`config.mk`:
```
export PLATFORM = sky130hd
export DESIGN_NAME = best_neighbor_select
export DESIGN_NICKNAME = d
export VERILOG_FILES = /design/src/rtl/bn_pkg.sv /design/src/rtl/best_tracker.sv /design/src/rtl/best_neighbor_select.sv
export SDC_FILE = /design/constraint.sdc
export NUM_CORES = 1
export LEC_CHECK = 0
export CELL_PAD_IN_SITES_DETAIL_PLACEMENT = 0
export CELL_PAD_IN_SITES_GLOBAL_PLACEMENT = 1
export CORE_AREA = 2 2 139 141
export DETAILED_ROUTE_END_ITERATION = 7
export DIE_AREA = 0 0 141 143
export GPL_TIMING_DRIVEN = 1
export PLACE_DENSITY = 0.83
export SLEW_MARGIN = 20
export SYNTH_ARGS = -nofsm -noshare
export SYNTH_HDL_FRONTEND = slang
export SYNTH_SLANG_ARGS = --single-unit
```
`constraint.sdc`:
```
create_clock -name clock -period 5.85 [get_ports clock]
set_input_delay 0.8775 -clock clock [delete_from_list [all_inputs] [get_ports clock]]
set_output_delay 0.8775 -clock clock [all_outputs]
set_load 0.005 [all_outputs]
```
`src/rtl/bn_pkg.sv`:
```
// Shared types and default table layout for the best-neighbor selector.
// The default base addresses match the firmware memory map.
package bn_pkg;

  typedef enum logic [3:0] {
    IDLE,
    RD_CNT,
    RD_ID,
    RD_HOP,
    RD_Q,
    CMP,
    WR_ID,
    WR_HOP,
    WR_Q,
    WR_CNT,
    DONE
  } bn_state_e;

  localparam int MODE_Q_ONLY = 0;
  localparam int MODE_Q_HOP  = 1;

  localparam int unsigned NCNT_BASE_DEF = 32'h2C4;
  localparam int unsigned NID_BASE_DEF  = 32'h072;
  localparam int unsigned NHOP_BASE_DEF = 32'h132;
  localparam int unsigned NQ_BASE_DEF   = 32'h172;
  localparam int unsigned BID_BASE_DEF  = 32'h2F8;
  localparam int unsigned BHOP_BASE_DEF = 32'h308;
  localparam int unsigned BQ_BASE_DEF   = 32'h318;
  localparam int unsigned BCNT_BASE_DEF = 32'h2B8;

endpackage

```
`src/rtl/best_tracker.sv`:
```
// Tracks the single best selected neighbor: highest Q, then lowest hop.
// The first entry seen wins a full tie, and outputs stay 0 until something is offered.
module best_tracker #(
  parameter int WORD_WIDTH = 16
) (
  input  logic                  clock,
  input  logic                  nrst,
  input  logic                  clear_i,
  input  logic                  update_i,
  input  logic [WORD_WIDTH-1:0] candId_i,
  input  logic [WORD_WIDTH-1:0] candHop_i,
  input  logic [WORD_WIDTH-1:0] candQ_i,
  output logic [WORD_WIDTH-1:0] bestId_o,
  output logic [WORD_WIDTH-1:0] bestHop_o,
  output logic [WORD_WIDTH-1:0] bestQ_o
);

  logic                  have_q;
  logic [WORD_WIDTH-1:0] id_q;
  logic [WORD_WIDTH-1:0] hop_q;
  logic [WORD_WIDTH-1:0] q_q;
  logic                  better_d;

  // The first candidate is always taken so a Q of 0 can still be reported.
  always_comb begin
    better_d = !have_q || (candQ_i > q_q) || ((candQ_i == q_q) && (candHop_i < hop_q));
  end

  always_ff @(posedge clock or negedge nrst) begin
    if (!nrst) begin
      have_q <= 1'b0;
      id_q   <= '0;
      hop_q  <= '0;
      q_q    <= '0;
    end else if (clear_i) begin
      have_q <= 1'b0;
      id_q   <= '0;
      hop_q  <= '0;
      q_q    <= '0;
    end else if (update_i && better_d) begin
      have_q <= 1'b1;
      id_q   <= candId_i;
      hop_q  <= candHop_i;
      q_q    <= candQ_i;
    end
  end

  assign bestId_o  = id_q;
  assign bestHop_o = hop_q;
  assign bestQ_o   = q_q;

endmodule

```
`src/rtl/best_neighbor_select.sv`:
```
// Scans the neighbor table in memory, copies qualifying entries into the best
// table, writes the resulting count and reports the single best neighbor.
module best_neighbor_select
  import bn_pkg::*;
#(
  parameter int WORD_WIDTH = 16,
  parameter int ADDR_WIDTH = 11,
  parameter int MAX_NEIGH  = 32,
  parameter int MAX_BEST   = 8,
  parameter int MODE       = MODE_Q_ONLY,
  parameter logic [ADDR_WIDTH-1:0] NCNT_BASE = ADDR_WIDTH'(NCNT_BASE_DEF),
  parameter logic [ADDR_WIDTH-1:0] NID_BASE  = ADDR_WIDTH'(NID_BASE_DEF),
  parameter logic [ADDR_WIDTH-1:0] NHOP_BASE = ADDR_WIDTH'(NHOP_BASE_DEF),
  parameter logic [ADDR_WIDTH-1:0] NQ_BASE   = ADDR_WIDTH'(NQ_BASE_DEF),
  parameter logic [ADDR_WIDTH-1:0] BID_BASE  = ADDR_WIDTH'(BID_BASE_DEF),
  parameter logic [ADDR_WIDTH-1:0] BHOP_BASE = ADDR_WIDTH'(BHOP_BASE_DEF),
  parameter logic [ADDR_WIDTH-1:0] BQ_BASE   = ADDR_WIDTH'(BQ_BASE_DEF),
  parameter logic [ADDR_WIDTH-1:0] BCNT_BASE = ADDR_WIDTH'(BCNT_BASE_DEF)
) (
  input  logic                             clock,
  input  logic                             nrst,
  input  logic                             en,
  input  logic                             start,
  input  logic [WORD_WIDTH-1:0]            data_in,
  input  logic [WORD_WIDTH-1:0]            mybestQ,
  input  logic [WORD_WIDTH-1:0]            mybestH,
  output logic [ADDR_WIDTH-1:0]            address,
  output logic [WORD_WIDTH-1:0]            data_out,
  output logic                             wr_en,
  output logic                             done,
  output logic [$clog2(MAX_BEST+1)-1:0]    best_count,
  output logic                             overflow,
  output logic [WORD_WIDTH-1:0]            besthop,
  output logic [WORD_WIDTH-1:0]            bestneighborID,
  output logic [WORD_WIDTH-1:0]            bestQValue
);

  localparam int NW  = $clog2(MAX_NEIGH + 1);
  localparam int BCW = $clog2(MAX_BEST + 1);

  bn_state_e             state_q;
  logic [NW-1:0]         nIdx_q;
  logic [NW-1:0]         nCnt_q;
  logic [WORD_WIDTH-1:0] entId_q;
  logic [WORD_WIDTH-1:0] entHop_q;
  logic [WORD_WIDTH-1:0] entQ_q;
  logic [BCW-1:0]        bestCnt_q;
  logic                  overflow_q;
  logic [ADDR_WIDTH-1:0] addr_q;
  logic [WORD_WIDTH-1:0] dataOut_q;
  logic                  wrEn_q;
  logic                  done_q;

  logic                  selected;
  logic                  room;
  logic                  writeEntry;
  logic                  advance;
  logic                  lastEntry;
  logic [NW-1:0]         nNext;
  logic [NW-1:0]         nCntLoad;
  logic [BCW-1:0]        bcNext;
  logic [BCW-1:0]        cntForWrite;

  // Word tables are byte addressed; wrap-around is intentional.
  function automatic logic [ADDR_WIDTH-1:0] tblAddr(input logic [ADDR_WIDTH-1:0] base,
                                                    input logic [31:0] idx);
    return base + ADDR_WIDTH'(idx << 1);
  endfunction

  always_comb begin
    selected    = (entQ_q >= mybestQ) && ((MODE == MODE_Q_ONLY) || (entHop_q <= mybestH));
    room        = bestCnt_q < BCW'(MAX_BEST);
    writeEntry  = (state_q == CMP) && selected && room;
    advance     = ((state_q == CMP) && !writeEntry) || (state_q == WR_Q);
    nNext       = nIdx_q + NW'(1);
    lastEntry   = (nNext == nCnt_q);
    bcNext      = bestCnt_q + BCW'(1);
    cntForWrite = (state_q == WR_Q) ? bcNext : bestCnt_q;
    nCntLoad    = (data_in > WORD_WIDTH'(MAX_NEIGH)) ? NW'(MAX_NEIGH) : NW'(data_in);
  end

  // Address is registered, so each read state consumes the word requested by the previous one.
  always_ff @(posedge clock or negedge nrst) begin
    if (!nrst) begin
      state_q    <= IDLE;
      nIdx_q     <= '0;
      nCnt_q     <= '0;
      entId_q    <= '0;
      entHop_q   <= '0;
      entQ_q     <= '0;
      bestCnt_q  <= '0;
      overflow_q <= 1'b0;
      addr_q     <= '0;
      dataOut_q  <= '0;
      wrEn_q     <= 1'b0;
      done_q     <= 1'b0;
    end else begin
      wrEn_q <= 1'b0;
      done_q <= 1'b0;
      if ((state_q != IDLE) && !en) begin
        state_q <= IDLE;
      end else begin
        case (state_q)
          IDLE: begin
            if (en && start) begin
              nIdx_q     <= '0;
              bestCnt_q  <= '0;
              overflow_q <= 1'b0;
              addr_q     <= NCNT_BASE;
              state_q    <= RD_CNT;
            end
          end
          RD_CNT: begin
            nCnt_q <= nCntLoad;
            if (nCntLoad == '0) begin
              addr_q    <= BCNT_BASE;
              dataOut_q <= WORD_WIDTH'(cntForWrite);
              wrEn_q    <= 1'b1;
              state_q   <= WR_CNT;
            end else begin
              addr_q  <= tblAddr(NID_BASE, 32'(nIdx_q));
              state_q <= RD_ID;
            end
          end
          RD_ID: begin
            entId_q <= data_in;
            addr_q  <= tblAddr(NHOP_BASE, 32'(nIdx_q));
            state_q <= RD_HOP;
          end
          RD_HOP: begin
            entHop_q <= data_in;
            addr_q   <= tblAddr(NQ_BASE, 32'(nIdx_q));
            state_q  <= RD_Q;
          end
          RD_Q: begin
            entQ_q  <= data_in;
            state_q <= CMP;
          end
          CMP: begin
            if (writeEntry) begin
              addr_q    <= tblAddr(BID_BASE, 32'(bestCnt_q));
              dataOut_q <= entId_q;
              wrEn_q    <= 1'b1;
              state_q   <= WR_ID;
            end else if (selected) begin
              overflow_q <= 1'b1;
            end
          end
          WR_ID: begin
            addr_q    <= tblAddr(BHOP_BASE, 32'(bestCnt_q));
            dataOut_q <= entHop_q;
            wrEn_q    <= 1'b1;
            state_q   <= WR_HOP;
          end
          WR_HOP: begin
            addr_q    <= tblAddr(BQ_BASE, 32'(bestCnt_q));
            dataOut_q <= entQ_q;
            wrEn_q    <= 1'b1;
            state_q   <= WR_Q;
          end
          WR_Q: begin
            bestCnt_q <= bcNext;
          end
          WR_CNT: begin
            done_q  <= 1'b1;
            state_q <= DONE;
          end
          DONE: begin
            state_q <= IDLE;
          end
          default: begin
            state_q <= IDLE;
          end
        endcase

        // Shared exit from CMP (no write) and WR_Q: next entry or the final count write.
        if (advance) begin
          nIdx_q <= nNext;
          if (lastEntry) begin
            addr_q    <= BCNT_BASE;
            dataOut_q <= WORD_WIDTH'(cntForWrite);
            wrEn_q    <= 1'b1;
            state_q   <= WR_CNT;
          end else begin
            addr_q  <= tblAddr(NID_BASE, 32'(nNext));
            state_q <= RD_ID;
          end
        end
      end
    end
  end

  best_tracker #(
    .WORD_WIDTH (WORD_WIDTH)
  ) u_best_tracker (
    .clock     (clock),
    .nrst      (nrst),
    .clear_i   ((state_q == IDLE) && en && start),
    .update_i  ((state_q == CMP) && en && selected),
    .candId_i  (entId_q),
    .candHop_i (entHop_q),
    .candQ_i   (entQ_q),
    .bestId_o  (bestneighborID),
    .bestHop_o (besthop),
    .bestQ_o   (bestQValue)
  );

  assign address    = addr_q;
  assign data_out   = dataOut_q;
  assign wr_en      = wrEn_q;
  assign done       = done_q;
  assign best_count = bestCnt_q;
  assign overflow   = overflow_q;

endmodule
```
======== After elaboration in Yosys (flattened, before gate mapping) ========
Index checks and enable logic that the tools add are counted.
W data, S select, Z words.
cells by class
  reductions and logical operators ........ 36
  equality and inequality tests ........... 19
  order comparisons ....................... 5
  muxes and demuxes ....................... 45
  add/sub/neg operators ................... 9
  bitwise gates (word level) .............. 1
operators by type and width
  kind                     count
  $mux W16                 10
  $pmux W11 S7             1
  $pmux W16 S4             1
  $pmux W4 S10             1
  $add A10 B5 Y11 const A  3
  $mux W11                 3
  $mux W4                  8
  $mux W6                  4
  $add A9 B7 Y10 const A   2
  $mux W10                 2
  $add A7 B7 Y8 const A    2
  $eq A16 B16 Y1           1
  $eq A4 B3 Y1 const B     4
  $ge A16 B16 Y1           1
  $gt A16 B16 Y1           1
  $gt A16 B6 Y1 const B    1
  $lt A16 B16 Y1           1
  $mux W1                  12
  $logic_and A1 B1 Y1      11
  $reduce_bool A2 Y1       5
  $reduce_and A3 Y1        3
  $eq A4 B2 Y1 const B     2
  $eq A4 B4 Y1 const B     2
  $pmux W4 S2              1
  other kinds (23)         33
storage, ports and cells
  output and inout port bits .............. 82
  bits in registers ....................... 147
  input bits .............................. 52

======== Longest topological paths before layout ========
Gate-level depths: netlist of the first run.
  depth in word-level cells ............... 8
  mapped depth ............................ 12
  depth with buffers taken out ............ 10

======== By module ========
From an unflattened synthesis of the first run, not the netlist that was laid out.
unflattened totals
  cells, all modules ...................... 856
  area, all modules ....................... 8683.3 sq um
modules (own cells, without submodules)
  module                area each (sq um)  times used  cells each
  best_neighbor_select  5489.0             1           535
  best_tracker          3194.3             1           321

======== Worst setup path before layout of the first run ========
Ideal clock, no wire load.
  path type ............................... in2reg
  from .................................... input mybestQ[13]
  to ...................................... register dataOut_q[1] (netlist: data_out[1])
  arrival time ............................ 2920 ps
  data required time ...................... 5727 ps
  cell stages on the path ................. 10
  slack ................................... 2807 ps
  path buffers ............................ 0
  cells stage by stage .................... inv_1 > ha_1 > nand4_2 > or3_1 > and4_1 > and3_1 > or3_4 > a221o_1 > a21oi_1 > a2bb2oi_1
between the ends
  word-level cells in the longest chain between the ends .. 7
  elaborated cells between the ends (all ways) .. 10
  classes of those cells .................. order compare: 1; mux: 4; reduce/logical: 5
RTL lines
  item                                                        RTL line                                                 source
  start, declared                                             best_neighbor_select.sv:25                               input logic [WORD_WIDTH-1:0] mybestQ,
  $ge A16 B16 Y1 *                                            best_neighbor_select.sv:71                               selected = (entQ_q >= mybestQ) && ((MODE == MODE_Q_ONLY) || (entHop_q <= mybestH));
  $logic_and A1 B1 Y1 * (2 in a row)                          best_neighbor_select.sv:73                               writeEntry = (state_q == CMP) && selected && room;
  $mux W16 / $logic_not A1 Y1 (equally long branches)         best_neighbor_select.sv:140, best_neighbor_select.sv:74
  $pmux W16 S4 / $logic_and A1 B1 Y1 (equally long branches)  best_neighbor_select.sv:103, best_neighbor_select.sv:74
  $mux W16 / $logic_or A1 B1 Y1 (equally long branches)       best_neighbor_select.sv:179, best_neighbor_select.sv:74
  $mux W16 *                                                  best_neighbor_select.sv:177                              if (advance) begin
  end signal, assigned                                        best_neighbor_select.sv:142                              dataOut_q <= entId_q;
  end signal, assigned                                        best_neighbor_select.sv:151                              dataOut_q <= entHop_q;
  end signal, assigned                                        best_neighbor_select.sv:181                              dataOut_q <= WORD_WIDTH'(cntForWrite);
  end, declared                                               best_neighbor_select.sv:50                               logic [WORD_WIDTH-1:0] dataOut_q;
Every way passes the cells marked *; elsewhere a longest branch is shown, timed or not.
A chain may end at the register's enable or synchronous reset.

======== Worst setup path in the final report of the first run ========
  from .................................... register entQ_q[13]
  to ...................................... register u_best_tracker.hop_q[5] (netlist: u_best_tracker.bestHop_o[5])
between the ends
  word-level cells in the longest chain between the ends .. 5
  elaborated cells between the ends (all ways) .. 9
  classes of those cells .................. order compare: 2; eq/ne: 1; reduce/logical: 6
RTL lines
  item                                                              RTL line                     source
  start, declared                                                   best_neighbor_select.sv:46   logic [WORD_WIDTH-1:0] entQ_q;
  start signal, assigned                                            best_neighbor_select.sv:136  entQ_q <= data_in;
  $gt A16 B16 Y1 / $eq A16 B16 Y1 (equally long branches)           best_tracker.sv:26           better_d = !have_q || (candQ_i > q_q) || ((candQ_i == q_q) && (candHop_i < hop_q));
  $logic_or A1 B1 Y1 / $logic_and A1 B1 Y1 (equally long branches)  best_tracker.sv:26
  $logic_or A1 B1 Y1                                                best_tracker.sv:26
  $logic_and A1 B1 Y1 *                                             best_tracker.sv:40           end else if (update_i && better_d) begin
  $reduce_bool A2 Y1 (no source line) *                             n/a
  end signal, assigned                                              best_tracker.sv:43           hop_q <= candHop_i;
  end, declared                                                     best_tracker.sv:20           logic [WORD_WIDTH-1:0] hop_q;
Marks and branches as above.

==> results of run 1 <==
-- critical path, stage by stage (launching register included) --
cell       delay, ps
dfrtp_1          480
ha_1             350
and4_1           190
nand3_1          140
nor4_1           530
o2111ai_1        200
a21oi_1          330
a21oi_4           80
nor2b_4          820
buf_4            340
o32ai_1          100
-- logic make-up after synthesis --
logic type	synth area share, %
AND/OR/NAND/NOR	14.8
AO/OA/AOI/OAI	18.7
XOR/XNOR	1.92
multiplexers	6.96
buffers and inverters	4.93
flip-flops	44.2
adder cells (fa/ha/maj)	8.47
other	0.0456
-- metal layers --
layer,GRT usage [%],up-vias
li1,-,3237
met1,34.7,3416
met2,37.6,262
met3,4.06,28
met4,6.16,0
met5,0,-
-- cells in the mapped netlist (4+ instances only) --
cell type	n	area, µm²
a211oi_1	9	67.6
a21o_1	10	75.1
a21oi_1	31	155
a221o_1	6	60.1
a221oi_1	5	43.8
a222oi_1	11	110
a22o_1	5	43.8
and3_1	8	50.1
buf_1	4	15.0
buf_2	12	60.1
clkbuf_1	22	82.6
dfrtp_1	145	3630
ha_1	54	676
inv_1	58	218
mux2_2	49	552
nand2_1	130	488
nand2b_1	12	75.1
nand3_1	7	35.0
nand4_1	12	75.1
nor2_1	42	158
nor2b_1	5	31.3
nor3_1	11	55.1
o211ai_1	4	30.0
o21a_1	5	37.5
o21ai_0	42	210
o22ai_1	18	113
o32ai_1	30	263
xnor2_1	14	123
xor2_1	4	35.0
-- area by class of cell --
type                       instances  area [µm²]  area share [%]
multi-input combinational        592        4230            41.5
sequential                       145        3630            35.6
timing repair buffer             123        1230            12.1
clock buffer                      18         439            4.31
tap                              234         293            2.87
inverter                          58         218            2.14
clock inverter                    13         153            1.50
-- power breakdown --
part	total (mW)	switching, mW	internal (mW)
Clock	1.11	0.461	0.645
Sequential	1.59	0.332	1.26
Combinational	1.30	0.632	0.664
-- worst paths after layout --
check	to	cells past startpoint	from
worst min-delay path	u_best_tracker.bestQ_o[8]$_DFFE_PN0P_	1	nrst
worst min register to register	address[4]$_DFFE_PN0P_	2	address[4]$_DFFE_PN0P_
worst max register to register	u_best_tracker.bestHop_o[5]$_DFFE_PN0P_	10	entQ_q[13]$_DFFE_PN0P_
worst max-delay path	u_best_tracker.bestHop_o[5]$_DFFE_PN0P_	10	entQ_q[13]$_DFFE_PN0P_
max in group asynchronous	nIdx_q[5]$_DFFE_PN0P_	2	nrst
min in group clock	address[4]$_DFFE_PN0P_	2	address[4]$_DFFE_PN0P_
-- flip-flops by register name (all words and copies together), names as in the netlist --
register	cells
u_best_tracker.bestQ_o	16
state_q	4
nCnt_q	6
nIdx_q	6
data_out	16
wr_en	1
done	1
overflow	1
u_best_tracker.bestId_o	16
entHop_q	16
entQ_q	16
u_best_tracker.bestHop_o	16
address	9
best_count	4
u_best_tracker.have_q	1
entId_q	16
==> results_dict.tcl, run 1 <==
set metrics [dict create \
    status "completed" \
    fin_crit_sh_pct 64.1 \
    syn-instance-count 836 \
    vdd_drop_max_uv 236 \
    postCtsSetupRepairBufs 0 \
    area_growth_pct 24.1 \
    end_kind "register" \
    setup_viol 0 \
    grt_start_max_net_pins 108 \
    p_leak_nw 4.35 \
    drt_wl_total_mm 23.7 \
    cts_resized 0 \
    core_um2 18600 \
    numCtsBuffers 17 \
    design_area_um2 10200 \
    diodes 0 \
    grt_overflow 0 \
    final_util_pct 54.9 \
    row_count 50 \
    top_layer_used "met4" \
    fin_tns_setup_ps 0 \
    hp-class "primary input to asynchronous set/reset pin" \
    root_buffer "clkbuf_16" \
    slew_viol_final 0 \
    drc 0 \
    io_buffers 115 \
    pre_cts_slack_ps 1720 \
    routedWlPerCell_um 20.0 \
    dr.pass1.iters 5 \
    routabilityCongestion 0.897 \
    clk_pin_slew_ps 70 \
    timing.final.ws_setup_ps 2100 \
    yosys_warnings 0 \
    ys.flop_type "dfrtp_1" \
    cts.path.max_buffers 2 \
    nets 1044 \
    synth_edf_count 0 \
    syn_area_um2 8220 \
    drt-initial-drc-count 638 \
    start_util_pct 44.2 \
    syn_avg_cell_area_um2 9.83 \
    dp_cells 1151 \
    drive_gt1_share_pct 12.3 \
    cp.required_ps 6120 \
    relSlewSlack_pct 29.6 \
    rsz0062_at_grt "false" \
    final_cells 1183 \
    power.total_mw 3.99 \
    ys_types 74 \
    hold_viol_final 0 \
    worst_pin_slew_ps 1050 \
    fin_crit_ps 3750 \
    yosysSeqAreaShare_pct 44.2 \
    die_h_um 143 \
    met3_length_mm 1.55 \
    wl_met1_mm 10.9 \
    vias_per_cell 5.87 \
    vias 6943 \
    antenna_found_initial 0 \
    grtUsageTotal_pct 24.0 \
    ff2ff_setup_slack_ps 2100 \
    insertion_delay_ps 420 \
    die_w_um 141 \
    worstPathArrival_ps 4010 \
    fin_skew_ps 10.4 \
    wl_met2_mm 10.9 \
    ctsHtreeMaxLevel 4 \
    cts_hold_buf 0 \
    fmax_mhz 267 \
    placed_area_um2 9570 \
    final_common_cell "dfrtp_1" \
    grt_pass1_vias 6577 \
    async_reset_ff_share_pct 100 \
    ioPinCount 134 \
    p_per_area_nw_per_um2 391 \
    cts.sinks 145 \
    layout_common_cells "145 x dfrtp_1, 130 x nand2_1, 114 x clkdlybuf4s50_1, 58 x inv_1, 54 x ha_1" \
    critPathMaxFanout 37 \
    nFillCells 1649 \
    grt_pass1_wl_mm 37.5 \
    ant_nets 0 \
    dieArea_um2 20200 \
    path_class "register to register" \
    ys_seq_elements 145 \
    worstSetupStartpointType "register" \
    drv_cap 0 \
    whs_ps 400 \
    tritoncts "built" \
    dp.final_hpwl_mm 16.7 \
]
Power figures use the tool's default switching activity.
==> run 2: changes to the inputs <==
--- a/config.mk
+++ b/config.mk
@@ -7,11 +7,11 @@
 export LEC_CHECK = 0
 export CELL_PAD_IN_SITES_DETAIL_PLACEMENT = 0
 export CELL_PAD_IN_SITES_GLOBAL_PLACEMENT = 1
-export CORE_AREA = 2 2 139 141
+export CORE_AREA = 2 2 143 145
 export DETAILED_ROUTE_END_ITERATION = 7
-export DIE_AREA = 0 0 141 143
+export DIE_AREA = 0 0 145 147
 export GPL_TIMING_DRIVEN = 1
-export PLACE_DENSITY = 0.83
+export PLACE_DENSITY = 0.78
 export SLEW_MARGIN = 20
 export SYNTH_ARGS = -nofsm -noshare
 export SYNTH_HDL_FRONTEND = slang
==> constraint.sdc (replaced) <==
create_clock -name clock -period 3.6 [get_ports clock]
set_input_delay 0.54 -clock clock [delete_from_list [all_inputs] [get_ports clock]]
set_output_delay 0.54 -clock clock [all_outputs]
set_load 0.005 [all_outputs]
==> results_dict.tcl, run 2 (synthesis gave the netlist of run 1 again) <==
set metrics [dict create \
    cpMaxStageDelayCell "clkdlybuf4s50_1" \
    grtUsageTotal_pct 23.9 \
    switching_share_pct 36.0 \
    worstPathCellList "clkdlybuf4s50_1 > inv_1 > ha_1 > nand4_2 > or3_1 > and3_1 > buf_4 > a31oi_4 > o21ai_2 > buf_4 > a21oi_1 > o21bai_1 > a21o_1" \
    rsz0062_at_grt "false" \
    final_util_pct 52.2 \
    drt_wl_total_mm 24.7 \
    pwr-share-seq_pct 39.3 \
    routabilityCongestion 0.875 \
    cts_hold_buf 0 \
    wl_met2_mm 11.4 \
    cts.sinks 145 \
    core_um2 19800 \
    tritoncts "built" \
    clk_pin_slew_ps 70 \
    die_w_um 145 \
    path_common_cell "buf_4" \
    drv_cap 0 \
    area_growth_pct 26.2 \
    p_int_mw 4.22 \
    vdd_drop_max_uv 381 \
    path_class "primary input to register" \
    end_kind "register" \
    fmax_mhz 327 \
    fin_crit_sh_pct 84.9 \
    fin_tns_setup_ps 0 \
    worst_pin_slew_ps 985 \
    design_area_um2 10400 \
    grt_start_max_net_pins 108 \
    vias_per_cell 5.62 \
    insertion_delay_ps 440 \
    power.total_mw 6.59 \
    ant_nets 0 \
    die_h_um 147 \
    cts.path.max_buffers 2 \
    routedWlPerCell_um 19.9 \
    met3_length_mm 1.29 \
    antenna_found_initial 0 \
    layout_common_cells "145 x dfrtp_1, 130 x nand2_1, 114 x clkdlybuf4s50_1, 58 x inv_1, 54 x ha_1" \
    multi_input_area_um2 4220 \
    worstPathArrival_ps 3430 \
    dieArea_um2 21300 \
    drt-initial-drc-count 514 \
    slew_viol_final 0 \
    grt_pass1_wl_mm 39.4 \
    netSwitchingPower_mw 2.37 \
    cts_resized 0 \
    io_buffers 115 \
    placed_area_um2 9770 \
    fin_skew_ps 11.6 \
    relSlewSlack_pct 34.3 \
    drive_gt1_share_pct 13.9 \
    top_layer_used "met4" \
    grt_pass1_vias 6913 \
    worstSetupStartpointType "primary input" \
    ctsHtreeMaxLevel 4 \
    wl_met1_mm 11.3 \
    grt_overflow 0 \
    whs_ps 225 \
    hp-class "primary input to asynchronous set/reset pin" \
    final_common_cell "dfrtp_1" \
    cp_slowest_stage_delay_ps 450 \
    vias 6962 \
    cp.required_ps 3970 \
    root_buffer "clkbuf_16" \
    p_clk_share_pct 27.6 \
    dr.pass1.iters 7 \
    p_per_area_nw_per_um2 635 \
    drc 0 \
    diodes 0 \
    nets 1063 \
    p_comb_share_pct 33.1 \
    ioPinCount 134 \
    status "completed" \
    p_leak_nw 4.44 \
    setup_viol 0 \
    postCtsSetupRepairBufs 0 \
    row_count 52 \
    dp.final_hpwl_mm 17.9 \
    fin_crit_ps 3060 \
    critPathMaxFanout 9 \
    numCtsBuffers 17 \
    hold_viol_final 0 \
    regArea_um2 3630 \
    nFillCells 1841 \
    start_util_pct 41.4 \
]
## run 2: changes by cell type in the layout (fill, tap and decap cells not counted), sizes merged
cell	before	now
clkbuf	18	19
inv	62	63
buf	9	28
clkinvlp	3	2
## run 2: power groups by stage
stage / Clock, mW / Sequential (mW) / Combinational, mW
after floorplan: 0 / 2.36 / 1.43
after global placement: 0 / 2.61 / 2.12
after detailed placement: 0 / 2.61 / 2.16
after CTS: 1.84 / 2.59 / 2.18
after global routing: 1.92 / 2.65 / 2.44
final: 1.82 / 2.59 / 2.18
## run 2: per-stage QoR
| stage | setup slack [ps] | cells |
|---|---|---|
| 5_1_grt | 414 | 1239 |
| 3_5_place_dp | 138 | 1207 |
| 2_1_floorplan | 895 | 837 |
| 4_1_cts | 580 | 1239 |
| 3_3_place_gp | 172 | 1207 |
| 6_report | 545 | 1239 |
## run 2: cell type report
class	count	area share, %
Sequential cell	145	35.0
Multi-Input combinational cell	592	40.7
Inverter	58	2.10
Tap cell	270	3.26
Clock buffer	19	4.27
Clock inverter	13	1.45
Timing Repair Buffer	142	13.2
## run 2: worst max-delay path: cells and delay by family
family	cells	cell delay, ps
buf+inv	4	840
simple gates	3	770
compound gates	5	950
fa+ha+maj	1	310
## run 2: worst paths after layout
kind | startpoint | endpoint | slack (ps) | depth (start not counted)
max | mybestQ[13] | nIdx_q[2]$_DFFE_PN0P_ | 540 | 13
min | nrst | u_best_tracker.bestId_o[9]$_DFFE_PN0P_ | 220 | 1
max reg2reg | nIdx_q[0]$_DFFE_PN0P_ | data_out[1]$_DFFE_PN0N_ | 640 | 9
min reg2reg | address[4]$_DFFE_PN0P_ | address[4]$_DFFE_PN0P_ | 480 | 2
max in group asynchronous | nrst | state_q[3]$_DFFE_PN0P_ | 2520 | 2
min in group clock | address[4]$_DFFE_PN0P_ | address[4]$_DFFE_PN0P_ | 480 | 2
## run 2: layer usage
| metal | up-vias | global-route usage [%] |
|---|---|---|
| li1 | 3284 | - |
| met1 | 3428 | 32.8 |
| met2 | 204 | 37.4 |
| met3 | 46 | 4.84 |
| met4 | 0 | 9.55 |
| met5 | - | 0 |
==> edit, RTL diff (settings of run 2) <==
Encoding of `bn_state_e`: now one-hot (11 bits for 11 states).
--- a/src/rtl/bn_pkg.sv
+++ b/src/rtl/bn_pkg.sv
@@ -2,18 +2,18 @@
 // The default base addresses match the firmware memory map.
 package bn_pkg;
 
-  typedef enum logic [3:0] {
-    IDLE,
-    RD_CNT,
-    RD_ID,
-    RD_HOP,
-    RD_Q,
-    CMP,
-    WR_ID,
-    WR_HOP,
-    WR_Q,
-    WR_CNT,
-    DONE
+  typedef enum logic [10:0] {
+    IDLE   = 11'b00000000001,
+    RD_CNT = 11'b00000000010,
+    RD_ID  = 11'b00000000100,
+    RD_HOP = 11'b00000001000,
+    RD_Q   = 11'b00000010000,
+    CMP    = 11'b00000100000,
+    WR_ID  = 11'b00001000000,
+    WR_HOP = 11'b00010000000,
+    WR_Q   = 11'b00100000000,
+    WR_CNT = 11'b01000000000,
+    DONE   = 11'b10000000000
   } bn_state_e;
 
   localparam int MODE_Q_ONLY = 0;
Check against the original RTL: same outputs for any inputs over 4 cycles, from zero or initial values and one cycle with nrst low; so few cycles prove little.
==> edit against run 2 <==
Sequential cell count grew 7; hold slack lost 0.13 ns; routed wire length shrank 5.7%; count of clock-buffer cells in the layout is the same; final area grew 1.4%; worst setup slack lost 0.015 ns; synthesized area grew 2.5%; non-clock buffer count shrank 7; critical path type unchanged; largest cell class unchanged.
Power is not compared: it rests on default switching activity, and its combinational part moved more than twofold at a synthesized area within 25%.
==> edit: results <==
[logic_synthesis]
synth_commonest_cells = "nand2_1 (178), dfrtp_1 (151), inv_1 (108)"
synth_xor_area_share_pct = 2.57
synth_compound_area_share_pct = 15.1
yosysUniqueCellTypes = 73
yosysSeqAreaShare_pct = 45.2
yosysWarnings = 0
async_flop_share_pct = 100
synthAdderAreaFrac_pct = 8.26
synth_mux_area_share_pct = 6.36
synthTopCellsByArea = "dfrtp_1 (45%), ha_1 (8.0%), nand2_1 (7.9%), mux2i_1 (5.8%), o21ai_0 (5.8%)"

[placement]
placed_area_mm2 = 0.00994
dp_hpwl_um = 17700
gp_congestion = 0.917
port_buffers = 115

[timing]
worstMarginPinSlew_ns = 0.926
finalSetupViolCount = 0
worst_clock_skew_ns = 0.0111

[cts]
post_cts_buffers = 0
path_clk_slew_ns = 0.07
clk_path_buf_depth = 2
cts_buffers = 17
root_buffer = "clkbuf_16"
postCtsResizedCells = 0

[grt]
grt_pass1_wl_um = 37000
antenna_found_initial = 0
grt_usage_pct = 22.3
grt_pass1_vias = 6633
grt_max_degree = 71

[layout]
buffers_excl_clock = 135
drive_gt1_share_pct = 7.11
nMultiInputCombCells = 627
nClkBuffers = 19
nets = 1149
fin_area_mm2 = 0.0105
nFlopsAndLatches = 152
num-fill-cells = 1854
nonClkBufAreaFrac_pct = 12.6
inv_count = 109
seq_area_mm2 = 0.00380
clkCellAreaFrac_pct = 5.44
multi_input_area_mm2 = 0.00407

[pwr]
vdd_drop_max_v = 0.000405
p_leak_nw = 5.00

[worst_hold_path]
min_path_type = "primary input to async pin"

[critical_path]
worstPathMaxFanout = 13
arrival_ns = 3.35

[drt]
drt-total-wl_um = 23300
detail_route.vias_per_cell = 5.22
drtIter0Drc = 518
dr.pass1.iters = 6

[run_status]
run_status = "finished, final reports clean"
-- edit: per-layer routing --
metal	vias up	GRT usage [%]	wire, um
met5	-	0	0
met3	30	5.25	1450
li1	3387	-	-
met1	3274	33.8	11500
met2	228	31.9	9900
met4	0	6.09	405
-- edit: worst paths after layout --
kind / cells after the start / slack (ns) / to / startpoint
worst min register to register: 2 / 0.48 / data_out[9] / data_out[9]
worst max-delay path: 11 / 0.53 / nIdx_q[2] / mybestQ[14]
worst min-delay path: 1 / 0.1 / u_best_tracker.bestHop_o[10] / nrst
min in group clock: 2 / 0.48 / data_out[9] / data_out[9]
worst max register to register: 9 / 0.55 / address[6] / state_q[9]
max in group asynchronous: 2 / 2.61 / state_q[0] / nrst
-- edit: report_power, final --
group | internal, mW | leakage [nW] | switching (mW) | total, mW
Sequential | 1.82 | 1.86 | 0.102 | 1.92
Clock | 0.991 | 0.284 | 0.732 | 1.72
Combinational | 0.231 | 2.86 | 0.268 | 0.499
-- edit: worst max-delay path: stages --
cell and delay (ns):
clkdlybuf4s50_1 0.46, inv_1 0.04, ha_1 0.30, nand4_1 0.13
nor3_1 0.48, nor4_2 0.12, a21boi_1 0.19, o21ai_1 0.76
mux2i_1 0.16, nand2_1 0.09, o21ai_0 0.07
-- edit: stage by stage --
step / power [mW] / utilization (%) / std cells / worst slack, ns
floorplan: 2.14 / - / 925 / 0.865
global placement: 2.44 / 50.1 / 1293 / 0.168
detailed placement: 2.45 / 50.1 / 1293 / 0.115
CTS: 4.17 / 53.0 / 1325 / 0.549
global route: 4.31 / 53.0 / 1325 / 0.324
finish: 4.14 / 53.0 / 1325 / 0.530
